`src/rtl/frame_ring_arbiter.sv`:
```
// N-channel, M-slot frame ring manager: slot ownership, word offsets and SDRAM addresses.
// Define FRAME_RING_STATS_EN to add per-channel saturating drop/repeat counters.
module frame_ring_arbiter #(
    parameter int unsigned       NUM_CH      = 3,
    parameter int unsigned       NUM_SLOTS   = 3,
    parameter int unsigned       ADDR_W      = 26,
    parameter logic [ADDR_W-1:0] FRAME_WORDS = 26'h0020000,
    parameter logic [ADDR_W-1:0] BASE_ADDR   = 26'h1000000,
    parameter logic [ADDR_W-1:0] SLOT_STRIDE = 26'h0020000,
    parameter logic [ADDR_W-1:0] CH_STRIDE   = 26'h0100000,
    localparam int unsigned      CH_W        = (NUM_CH > 1) ? $clog2(NUM_CH) : 1
) (
    input  logic              clk,
    input  logic              rst,
    input  logic              prod_valid,
    input  logic [CH_W-1:0]   prod_ch,
    output logic              prod_ready,
    output logic [ADDR_W-1:0] prod_addr,
    output logic              prod_last,
    input  logic              cons_valid,
    input  logic [CH_W-1:0]   cons_ch,
    output logic              cons_ready,
    output logic [ADDR_W-1:0] cons_addr,
    output logic              cons_last,
    output logic [NUM_CH-1:0] cons_fresh,
    input  logic [NUM_CH-1:0] flush
`ifdef FRAME_RING_STATS_EN
    ,
    output logic [NUM_CH-1:0][15:0] drop_cnt,
    output logic [NUM_CH-1:0][15:0] repeat_cnt
`endif
);

    localparam int unsigned SLOT_W = $clog2(NUM_SLOTS);
    // Ages are compared modulo 2^AGE_W; live READY ages never span half of that range.
    localparam int unsigned AGE_W  = SLOT_W + 2;
    localparam logic [ADDR_W-1:0] LAST_OFS = FRAME_WORDS - ADDR_W'(1);

    localparam logic [1:0] S_FREE    = 2'd0;
    localparam logic [1:0] S_WRITING = 2'd1;
    localparam logic [1:0] S_READY   = 2'd2;
    localparam logic [1:0] S_READING = 2'd3;

    if (NUM_SLOTS < 3) begin : g_bad_slots
        $error("frame_ring_arbiter: NUM_SLOTS must be >= 3");
    end
    if (SLOT_STRIDE < FRAME_WORDS) begin : g_bad_slot_stride
        $error("frame_ring_arbiter: SLOT_STRIDE must be >= FRAME_WORDS");
    end
    if (64'(CH_STRIDE) < 64'(NUM_SLOTS) * 64'(SLOT_STRIDE)) begin : g_bad_ch_stride
        $error("frame_ring_arbiter: CH_STRIDE must be >= NUM_SLOTS*SLOT_STRIDE");
    end

    logic [1:0]        st_q   [NUM_CH][NUM_SLOTS];
    logic [1:0]        st_d   [NUM_CH][NUM_SLOTS];
    logic [AGE_W-1:0]  age_q  [NUM_CH][NUM_SLOTS];
    logic [AGE_W-1:0]  age_d  [NUM_CH][NUM_SLOTS];
    logic [AGE_W-1:0]  cnt_q  [NUM_CH];
    logic [AGE_W-1:0]  cnt_d  [NUM_CH];
    logic [SLOT_W-1:0] wr_q   [NUM_CH];
    logic [SLOT_W-1:0] wr_d   [NUM_CH];
    logic [SLOT_W-1:0] rd_q   [NUM_CH];
    logic [SLOT_W-1:0] rd_d   [NUM_CH];
    logic [ADDR_W-1:0] pofs_q [NUM_CH];
    logic [ADDR_W-1:0] pofs_d [NUM_CH];
    logic [ADDR_W-1:0] cofs_q [NUM_CH];
    logic [ADDR_W-1:0] cofs_d [NUM_CH];
    logic [NUM_CH-1:0] fresh_q, fresh_d;
`ifdef FRAME_RING_STATS_EN
    logic [15:0]       drop_q [NUM_CH];
    logic [15:0]       drop_d [NUM_CH];
    logic [15:0]       rep_q  [NUM_CH];
    logic [15:0]       rep_d  [NUM_CH];

    function automatic logic [15:0] sat_add(input logic [15:0] a, input int unsigned n);
        int unsigned t;
        t = 32'(a) + n;
        return (t > 32'h0000_FFFF) ? 16'hFFFF : 16'(t);
    endfunction

    for (genvar g = 0; g < NUM_CH; g++) begin : g_stats_out
        assign drop_cnt[g]   = drop_q[g];
        assign repeat_cnt[g] = rep_q[g];
    end
`endif

    function automatic logic [1:0] rst_state(input int unsigned s);
        return (s == 0) ? S_READING : (s == 1) ? S_WRITING : S_FREE;
    endfunction

    function automatic logic newer(input logic [AGE_W-1:0] a, input logic [AGE_W-1:0] b);
        logic [AGE_W-1:0] d;
        d = a - b;
        return (d != '0) && !d[AGE_W-1];
    endfunction

    assign cons_fresh = fresh_q;

    // Beat acceptance and addresses are combinational from registered slot/offset state.
    always_comb begin : beat_outputs
        prod_ready = prod_valid & rst;
        cons_ready = cons_valid & rst;
        prod_addr  = '0;
        prod_last  = 1'b0;
        cons_addr  = '0;
        cons_last  = 1'b0;
        for (int c = 0; c < NUM_CH; c++) begin
            if (prod_ready && prod_ch == CH_W'(c)) begin
                prod_addr = BASE_ADDR + ADDR_W'(c) * CH_STRIDE
                          + ADDR_W'(wr_q[c]) * SLOT_STRIDE + pofs_q[c];
                prod_last = (pofs_q[c] == LAST_OFS);
            end
            if (cons_ready && cons_ch == CH_W'(c)) begin
                cons_addr = BASE_ADDR + ADDR_W'(c) * CH_STRIDE
                          + ADDR_W'(rd_q[c]) * SLOT_STRIDE + cofs_q[c];
                cons_last = (cofs_q[c] == LAST_OFS);
            end
        end
    end

    always_comb begin : next_state
        logic pb, cb, pl, cl, found, got_free;
        logic [SLOT_W-1:0] newest, oldest, free_s, nxt_w;
`ifdef FRAME_RING_STATS_EN
        int unsigned drops;
`endif
        st_d    = st_q;
        age_d   = age_q;
        cnt_d   = cnt_q;
        wr_d    = wr_q;
        rd_d    = rd_q;
        pofs_d  = pofs_q;
        cofs_d  = cofs_q;
        fresh_d = fresh_q;
`ifdef FRAME_RING_STATS_EN
        drop_d  = drop_q;
        rep_d   = rep_q;
`endif
        for (int c = 0; c < NUM_CH; c++) begin
            pb       = prod_ready && (prod_ch == CH_W'(c));
            cb       = cons_ready && (cons_ch == CH_W'(c));
            pl       = pb && prod_last;
            cl       = cb && cons_last;
            found    = 1'b0;
            got_free = 1'b0;
            newest   = '0;
            oldest   = '0;
            free_s   = '0;
            nxt_w    = '0;
`ifdef FRAME_RING_STATS_EN
            drops    = 0;
`endif
            // Survey start-of-cycle slot states; the producer's commit this cycle is not visible.
            for (int s = 0; s < NUM_SLOTS; s++) begin
                if (st_q[c][s] == S_READY) begin
                    if (!found || newer(age_q[c][s], age_q[c][newest])) newest = SLOT_W'(s);
                    if (!found || newer(age_q[c][oldest], age_q[c][s])) oldest = SLOT_W'(s);
                    found = 1'b1;
                end
                if (!got_free && st_q[c][s] == S_FREE) begin
                    free_s   = SLOT_W'(s);
                    got_free = 1'b1;
                end
            end

            if (cb) cofs_d[c] = cl ? '0 : cofs_q[c] + ADDR_W'(1);
            if (cl && found) begin
                st_d[c][rd_q[c]] = S_FREE;
                for (int s = 0; s < NUM_SLOTS; s++) begin
                    if (st_q[c][s] == S_READY && SLOT_W'(s) != newest) begin
                        st_d[c][s] = S_FREE;
`ifdef FRAME_RING_STATS_EN
                        drops++;
`endif
                    end
                end
                st_d[c][newest] = S_READING;
                rd_d[c]         = newest;
                fresh_d[c]      = 1'b1;
            end
`ifdef FRAME_RING_STATS_EN
            if (cl && !found) rep_d[c] = sat_add(rep_q[c], 1);
`endif

            if (pb) pofs_d[c] = pl ? '0 : pofs_q[c] + ADDR_W'(1);
            if (pl) begin
                st_d[c][wr_q[c]]  = S_READY;
                age_d[c][wr_q[c]] = cnt_q[c];
                cnt_d[c]          = cnt_q[c] + AGE_W'(1);
                if (got_free) begin
                    nxt_w = free_s;
                end else if (cl && found) begin
                    nxt_w = rd_q[c];
                end else begin
                    nxt_w = oldest;
`ifdef FRAME_RING_STATS_EN
                    drops++;
`endif
                end
                st_d[c][nxt_w] = S_WRITING;
                wr_d[c]        = nxt_w;
            end
`ifdef FRAME_RING_STATS_EN
            drop_d[c] = sat_add(drop_q[c], drops);
`endif

            // Flush wins over any beat on the channel this cycle.
            if (flush[c]) begin
                for (int s = 0; s < NUM_SLOTS; s++) begin
                    st_d[c][s]  = rst_state(s);
                    age_d[c][s] = '0;
                end
                cnt_d[c]   = '0;
                wr_d[c]    = SLOT_W'(1);
                rd_d[c]    = '0;
                pofs_d[c]  = '0;
                cofs_d[c]  = '0;
                fresh_d[c] = 1'b0;
`ifdef FRAME_RING_STATS_EN
                drop_d[c]  = '0;
                rep_d[c]   = '0;
`endif
            end
        end
    end

    always_ff @(posedge clk or negedge rst) begin : state_regs
        if (!rst) begin
            for (int c = 0; c < NUM_CH; c++) begin
                for (int s = 0; s < NUM_SLOTS; s++) begin
                    st_q[c][s]  <= rst_state(s);
                    age_q[c][s] <= '0;
                end
                cnt_q[c]  <= '0;
                wr_q[c]   <= SLOT_W'(1);
                rd_q[c]   <= '0;
                pofs_q[c] <= '0;
                cofs_q[c] <= '0;
`ifdef FRAME_RING_STATS_EN
                drop_q[c] <= '0;
                rep_q[c]  <= '0;
`endif
            end
            fresh_q <= '0;
        end else begin
            st_q    <= st_d;
            age_q   <= age_d;
            cnt_q   <= cnt_d;
            wr_q    <= wr_d;
            rd_q    <= rd_d;
            pofs_q  <= pofs_d;
            cofs_q  <= cofs_d;
            fresh_q <= fresh_d;
`ifdef FRAME_RING_STATS_EN
            drop_q  <= drop_d;
            rep_q   <= rep_d;
`endif
        end
    end

endmodule
```
`config.mk`:
```
export PLATFORM = sky130hd
export DESIGN_NAME = frame_ring_arbiter
export DESIGN_NICKNAME = d
export VERILOG_FILES = /design/src/rtl/frame_ring_arbiter.sv
export SDC_FILE = /design/constraint.sdc
export NUM_CORES = 1
export LEC_CHECK = 0
export ABC_AREA = 1
export CORE_ASPECT_RATIO = 2
export CORE_MARGIN = 2
export CORE_UTILIZATION = 42
export CTS_BUF_LIST = sky130_fd_sc_hd__clkbuf_16
export DETAILED_ROUTE_END_ITERATION = 6
export HOLD_SLACK_MARGIN = 0.03
export PLACE_DENSITY_LB_ADDON = 0.08
export SLEW_MARGIN = 10
export SYNTH_ARGS = -nofsm -noshare
export SYNTH_HDL_FRONTEND = slang
export SYNTH_SLANG_ARGS = --single-unit
```
`constraint.sdc`:
```
create_clock -name clk -period 3.5 [get_ports clk]
set_input_delay 0.7 -clock clk [delete_from_list [all_inputs] [get_ports clk]]
set_output_delay 0.7 -clock clk [all_outputs]
set_load 0.02 [all_outputs]
```
==> results of run 1 <==
## layer usage
layer | global-route usage, % | up-vias | wire length (um)
met1 | 26.3 | 7745 | 19100
li1 | - | 7818 | -
met2 | 56.1 | 296 | 32900
met4 | 13.9 | 0 | 3180
met3 | 2.41 | 138 | 1410
met5 | 0 | - | 0
## worst paths after layout
kind,to,slack (ns),cells after the start
max,prod_addr[25],-0.04,11
min,age_q[9],0.23,2
max reg2reg,st_q[15],0.09,22
min reg2reg,cnt_q[7],0.47,1
max in group asynchronous,age_q[20],1.89,3
min in group clk,cnt_q[7],0.47,1
## what timing repair did
action | CTS | global route
resized for setup | 78 | 192
hold endpoints to repair | 2 | 0
endpoints found under the setup margin | 35 | 62
cloned | 0 | 0
setup buffers | 2 | 19
hold buffers | 1 | 0
pin swaps | 8 | 57
## cell type report
| class | count | area [um2] |
|---|---|---|
| Clock buffer | 26 | 651 |
| Clock inverter | 21 | 264 |
| Fill cell | 3848 | 18300 |
| Inverter | 313 | 1180 |
| Multi-Input combinational cell | 1595 | 9670 |
| Sequential cell | 237 | 5950 |
| Tap cell | 520 | 651 |
| Timing Repair Buffer | 236 | 2030 |
## sequential cells by signal, indices dropped and copies added (netlist names)
register	flops
age_q	36
cnt_q	12
cofs_q	78
cons_fresh	3
pofs_q	78
rd_q	6
st_q	18
wr_q	6
## placed cells by master (no fill, tap or decap), drive strengths merged, types with 83 or more instances in the layout
cell / instances
nand2: 470
inv: 310
dfrtp: 225
nor2: 202
buf: 174
o21ai: 143
nand3: 133
xor2: 104
a21oi: 104
nor3: 86
o22ai: 83
## power groups by stage
stage / clock network (mW) / logic (mW) / registers (mW)
4_1_cts: 3.06 / 0.348 / 2.77
2_1_floorplan: 0 / 0.142 / 2.82
3_3_place_gp: 0 / 0.344 / 2.82
3_5_place_dp: 0 / 0.346 / 2.82
6_report: 3.01 / 0.345 / 2.77
5_1_grt: 3.17 / 0.379 / 2.77
## per-stage QoR
| stage | setup slack [ns] | cell area, um2 |
|---|---|---|
| 3_3_place_gp | -0.119 | 18700 |
| 4_1_cts | -0.0532 | 19700 |
| 6_report | -0.0361 | 20400 |
| 5_1_grt | -0.114 | 20400 |
| 2_1_floorplan | 0.235 | 16400 |
| 3_5_place_dp | -0.124 | 18700 |
## kinds of logic (layout without fill, tap and decap cells)
family	Yosys count	after routing	share of synthesized area [%]
and+or+nand+nor	984	984	27.7
xor gates and xnor gates	113	113	6.03
adders and majority gates	72	72	6.18
DFF	237	237	36.2
buffers and inverters	357	596	8.22
AOI/OAI and AO/OA	426	426	15.6
==> out/qor.yml, run 1 <==
layout:
  fin_util_pct: 52.7
  synthToLayoutAreaGrowth_pct: 24.3
  layout-drive-gt1-share_pct: 18.5
  design.final.nets: 2492
  finalNonFillerCells: 2948
  insertedDiodeCount: 0
logic_synthesis:
  netlist_area_um2: 16400
  syn_area_per_cell_um2: 7.50
  synth.top_cells.by_area: "sky130_fd_sc_hd__dfrtp_1 34%, sky130_fd_sc_hd__nand2_1 10%, sky130_fd_sc_hd__inv_1 6.8%"
  netlist.area_leader.share_pct: 34.3
  synthFlopType: "sky130_fd_sc_hd__dfrtp_1"
  netlist-cell-type-count: 67
  synth_top_area_cell: "sky130_fd_sc_hd__dfrtp_1"
  synth_edf_count: 0
  post_synth_most_frequent_cells: "458 x sky130_fd_sc_hd__nand2_1, 296 x sky130_fd_sc_hd__inv_1, 225 x sky130_fd_sc_hd__dfrtp_1, 183 x sky130_fd_sc_hd__nor2_1, 134 x sky130_fd_sc_hd__o21ai_0"
  synth_instances: 2189
  seq_area_frac_synth_pct: 36.2
  synthArstFlopShare_pct: 100
  syn_nets: 2272
  ys.warnings.count: 0
  synth_seq_cells: 237
  synth_most_common_cell: "sky130_fd_sc_hd__nand2_1"
global_route:
  maximum_number_of_pins_on_one_net_before_global_route_repair: 74
  globalRoute.totalOverflow: 0
  antenna_found_initial: 0
  combined_global_route_utilization_of_all_metal_layers_pct: 27.6
  grt_pass1_vias: 16600
  grt_first_pass_wirelength_um: 87800
floorplan:
  top_level_ports: 70
  die_w_um: 144
  core_um2: 38700
  placementRows: 102
  die_h_um: 284
  die-area_um2: 40800
  initial_core_utilization_pct: 42.4
placed_design:
  placed_instances: 2879
  globalplace.congestion: 0.942
  io_buffers: 69
  hpwlAfterDp_um: 44800
critical_path:
  r2r_start: "age_q[28]"
  cpMostUsedCell: "sky130_fd_sc_hd__inv_2"
  timing.critical_path.from: "wr_q[2]"
  setup.worst_path.start_class: "flip-flop"
  worstSetupPathType: "flip-flop to output pin"
  worst-path-buf-inv: 3
  setup.worst_path.end_class: "output pin"
  crit_slowest_cell: "sky130_fd_sc_hd__dfstp_2"
  cp.arrival_ns: 2.84
  critical_path.max_fanout: 2
  max_stage_delay_ns: 0.57
  worstPathRequired_ns: 2.80
  worstPathCellList: "ha_4 > inv_2 > fa_2 > or2_4 > nand2_4 > inv_2 > nor2_4 > a21oi_2 > xor2_1 > a221o_1 > buf_6"
  path_delay_family: "flip-flops"
sta:
  worst_pin_slew_ns: 0.981
  layout_setup_ws_ns: -0.0361
  achievable-frequency_mhz: 283
  rsz0062_at_grt: "true"
  setup_total_negative_slack_ns: -0.0361
  final-max-slew-violation-count: 0
  setup_viol: 1
  final-hold-violation-count: 0
  whs_ns: 0.229
  final_period_util_pct: 101
  timing.clock.skew_ns: 0.0275
  final.min_clock_period_ns: 3.54
  worst_slew_margin_rel_pct: 34.6
clock_network:
  clock_latency_ns: 0.58
  root_buffer_cell: "sky130_fd_sc_hd__clkbuf_16"
  clkSinkCount: 237
  htreeDepth: 1
  cts.path.max_buffers: 3
  clk_transition_reported_paths_ns: 0.07
  cts_made_buffers: 26
  cts_tree: "built"
route:
  first_iteration_detailed_routing_drc_count: 788
  drt_drc_violations_left: 0
  vias: 16000
  avgViaCountPerCell: 5.43
  drt.antenna.violating_nets: 0
  wl_um: 56600
  detailed_router_iteration_count_before_antenna_repair: 5
  avgRoutedWirePerCell_um: 19.2
power:
  internal-power_mw: 4.59
  sw_frac_of_total_pct: 25.0
  power-per-cell-area_nw_per_um2: 300
  total_power_mw: 6.13
  clock_power_share_pct: 49.1
  power_frac_comb_pct: 5.6
  portion_of_total_power_attributed_to_sequential_cells_pct: 45.2
  power.switching_mw: 1.53
  vdd_drop_max_uv: 351
  power.static_leakage_nw: 8.93
outcome:
  violations: "negative setup slack"
  run_status: "finished with violations"
worst_hold_path:
  min-delay-path-class: "input pin to async pin"
run:
  drv_cap: 0
Note: power is estimated with default switching activity, not from simulation.
==> run 2: changes to the inputs <==
CTS_BUF_LIST = not set   (was sky130_fd_sc_hd__clkbuf_16)
==> out/qor.yml, run 2 (synthesis results as in run 1) <==
outcome:
  run_status: "finished with violations"  # unchanged
  violations: "negative setup slack"  # unchanged
sta:
  whs_ns: 0.232  # was 0.229 ns
  setup_viol: 1  # unchanged
  final.min_clock_period_ns: 3.53  # was 3.54 ns
  achievable-frequency_mhz: 283  # about the same
  final-max-slew-violation-count: 0  # unchanged
  worst_slew_margin_rel_pct: 34.7  # was 34.6%
  setup_total_negative_slack_ns: -0.0343  # was -0.0361 ns
  rsz0062_at_grt: "true"  # unchanged
  worst_pin_slew_ns: 0.979  # was 0.981 ns
  layout_setup_ws_ns: -0.0343  # was -0.0361 ns
  final-hold-violation-count: 0  # unchanged
  final_period_util_pct: 101  # about the same
  timing.clock.skew_ns: 0.0291  # was 0.0275 ns
critical_path:
  cp.arrival_ns: 2.83  # was 2.84 ns
  worstSetupPathType: "flip-flop to output pin"  # unchanged
  setup.worst_path.start_class: "flip-flop"  # unchanged
  setup.worst_path.end_class: "output pin"  # unchanged
  critical_path.max_fanout: 2  # unchanged
  timing.critical_path.from: "wr_q[2]"  # unchanged
  worstPathRequired_ns: 2.80  # about the same
  r2r_start: "age_q[28]"  # unchanged
global_route:
  antenna_found_initial: 0  # unchanged
  maximum_number_of_pins_on_one_net_before_global_route_repair: 74  # unchanged
  grt_first_pass_wirelength_um: 87800  # about the same
  grt.met3_usage_pct: 2.41  # unchanged
  top_usage_layer: "met2"  # unchanged
  m2_gr_usage_pct: 56.0  # was 56.1%
  combined_global_route_utilization_of_all_metal_layers_pct: 27.6  # about the same
  grt_use_met1_pct: 26.3  # about the same
  globalRoute.totalOverflow: 0  # unchanged
  grt_pass1_vias: 16600  # about the same
power:
  clock_power_share_pct: 49.9  # was 49.1%
  total_power_mw: 6.22  # was 6.13 mW
  internal-power_mw: 4.68  # was 4.59 mW
  sw_frac_of_total_pct: 24.7  # was 25.0%
  vdd_drop_max_uv: 361  # was 351 uV
  power.static_leakage_nw: 8.95  # was 8.93 nW
  power.switching_mw: 1.54  # was 1.53 mW
  power_frac_comb_pct: 5.5  # was 5.6%
  power-per-cell-area_nw_per_um2: 304  # was 300 nW/um2
  portion_of_total_power_attributed_to_sequential_cells_pct: 44.6  # was 45.2%
layout:
  stdcell_area_um2: 20400  # about the same
  layout.cells.most_common: "sky130_fd_sc_hd__nand2_1"  # unchanged
  insertedDiodeCount: 0  # unchanged
  reg_top3: "cofs_q: 78 flops, pofs_q: 78 flops, age_q: 36 flops"  # unchanged
  final-seq-area_um2: 5950  # unchanged
  finalNonFillerCells: 2948  # unchanged
  multi_input_gate_area_um2: 9670  # unchanged
  design.final.nets: 2492  # unchanged
  fin_util_pct: 52.8  # was 52.7%
  final_cell_mix: "424 x sky130_fd_sc_hd__nand2_1, 283 x sky130_fd_sc_hd__inv_1, 221 x sky130_fd_sc_hd__dfrtp_1"  # was 424 x sky130_fd_sc_hd__nand2_1, 284 x sky130_fd_sc_hd__inv_1, 221 x sky130_fd_sc_hd__dfrtp_1
  layout-drive-gt1-share_pct: 18.7  # was 18.5%
  num-fill-cells: 3844  # was 3,848
  synthToLayoutAreaGrowth_pct: 24.5  # was 24.3%
floorplan:
  die-area_um2: 40800  # unchanged
  die_w_um: 144  # unchanged
  placementRows: 102  # unchanged
  core_um2: 38700  # unchanged
  die_h_um: 284  # unchanged
  top_level_ports: 70  # unchanged
  initial_core_utilization_pct: 42.4  # unchanged
placed_design:
  hpwlAfterDp_um: 44800  # unchanged
  placed_instances: 2879  # unchanged
  globalplace.congestion: 0.942  # unchanged
  io_buffers: 69  # unchanged
  dpl_cell_area_um2: 18700  # unchanged
  dp_worst_setup_slack_ns: -0.124  # unchanged
route:
  avgViaCountPerCell: 5.43  # about the same
  detailed_router_iteration_count_before_antenna_repair: 5  # unchanged
  wl_um: 56600  # about the same
  drt_drc_violations_left: 0  # unchanged
  drt.antenna.violating_nets: 0  # unchanged
  vias: 16000  # about the same
  avgRoutedWirePerCell_um: 19.2  # about the same
  first_iteration_detailed_routing_drc_count: 817  # was 788
run:
  drv_cap: 0  # unchanged
clock_network:
  cts_made_buffers: 26  # unchanged
  clock_latency_ns: 0.58  # about the same
  clkSinkCount: 237  # unchanged
  root_buffer_cell: "sky130_fd_sc_hd__clkbuf_16"  # unchanged
  cts_tree: "built"  # unchanged
  htreeDepth: 1  # unchanged
  clk_transition_reported_paths_ns: 0.07  # about the same
  cts.path.max_buffers: 3  # unchanged
worst_hold_path:
  min-delay-path-class: "input pin to async pin"  # unchanged
-- run 2: cell types whose count changed in the layout (fill, tap and decap cells not counted), sizes merged --
cell / previous run / this run
clkbuf: 27 / 32
clkinv: 18 / 14
inv: 310 / 309
-- run 2: path summary, 6_finish.rpt --
check,endpoint,slack (ns),depth (start not counted)
setup / recovery,prod_addr[25],-0.03,11
hold / removal,age_q[9],0.23,2
setup reg to reg,st_q[15],0.09,22
hold reg to reg,cnt_q[7],0.47,1
max in group asynchronous,age_q[20],1.89,3
min in group clk,cnt_q[7],0.47,1
-- run 2: what timing repair did --
item	CTS	global route
pin swaps	8	57
hold endpoints to repair	2	0
hold buffers	1	0
buffers inserted	2	19
endpoints found under the setup margin	35	62
resized for setup	78	192
-- run 2: routing by layer --
layer	wire length, um	up-vias
li1	-	7818
met1	19200	7745
met2	32900	307
met3	1340	132
met4	3160	0
met5	0	-
-- run 2: layout make-up --
cell class | count | area share [%]
multi-input combinational | 1595 | 47.3
sequential | 237 | 29.1
timing repair buffer | 236 | 9.93
inverter | 313 | 5.76
clock buffer | 31 | 3.47
tap | 520 | 3.18
clock inverter | 16 | 1.20
-- run 2: worst max-delay path, stage by stage (launching register included) --
cell,delay (ns)
sky130_fd_sc_hd__dfstp_2,0.57
sky130_fd_sc_hd__ha_4,0.15
sky130_fd_sc_hd__inv_2,0.04
sky130_fd_sc_hd__fa_2,0.38
sky130_fd_sc_hd__or2_4,0.27
sky130_fd_sc_hd__nand2_4,0.07
sky130_fd_sc_hd__inv_2,0.04
sky130_fd_sc_hd__nor2_4,0.09
sky130_fd_sc_hd__a21oi_2,0.06
sky130_fd_sc_hd__xor2_1,0.15
sky130_fd_sc_hd__a221o_1,0.32
sky130_fd_sc_hd__buf_6,0.14
-- run 2: power by group through the flow --
| stage | sequential [mW] | clock (mW) | combinational [mW] |
|---|---|---|---|
| 2_1_floorplan | 2.82 | 0 | 0.142 |
| 5_1_grt | 2.77 | 3.26 | 0.379 |
| 6_report | 2.77 | 3.10 | 0.345 |
| 4_1_cts | 2.77 | 3.15 | 0.348 |
| 3_3_place_gp | 2.82 | 0 | 0.344 |
| 3_5_place_dp | 2.82 | 0 | 0.346 |
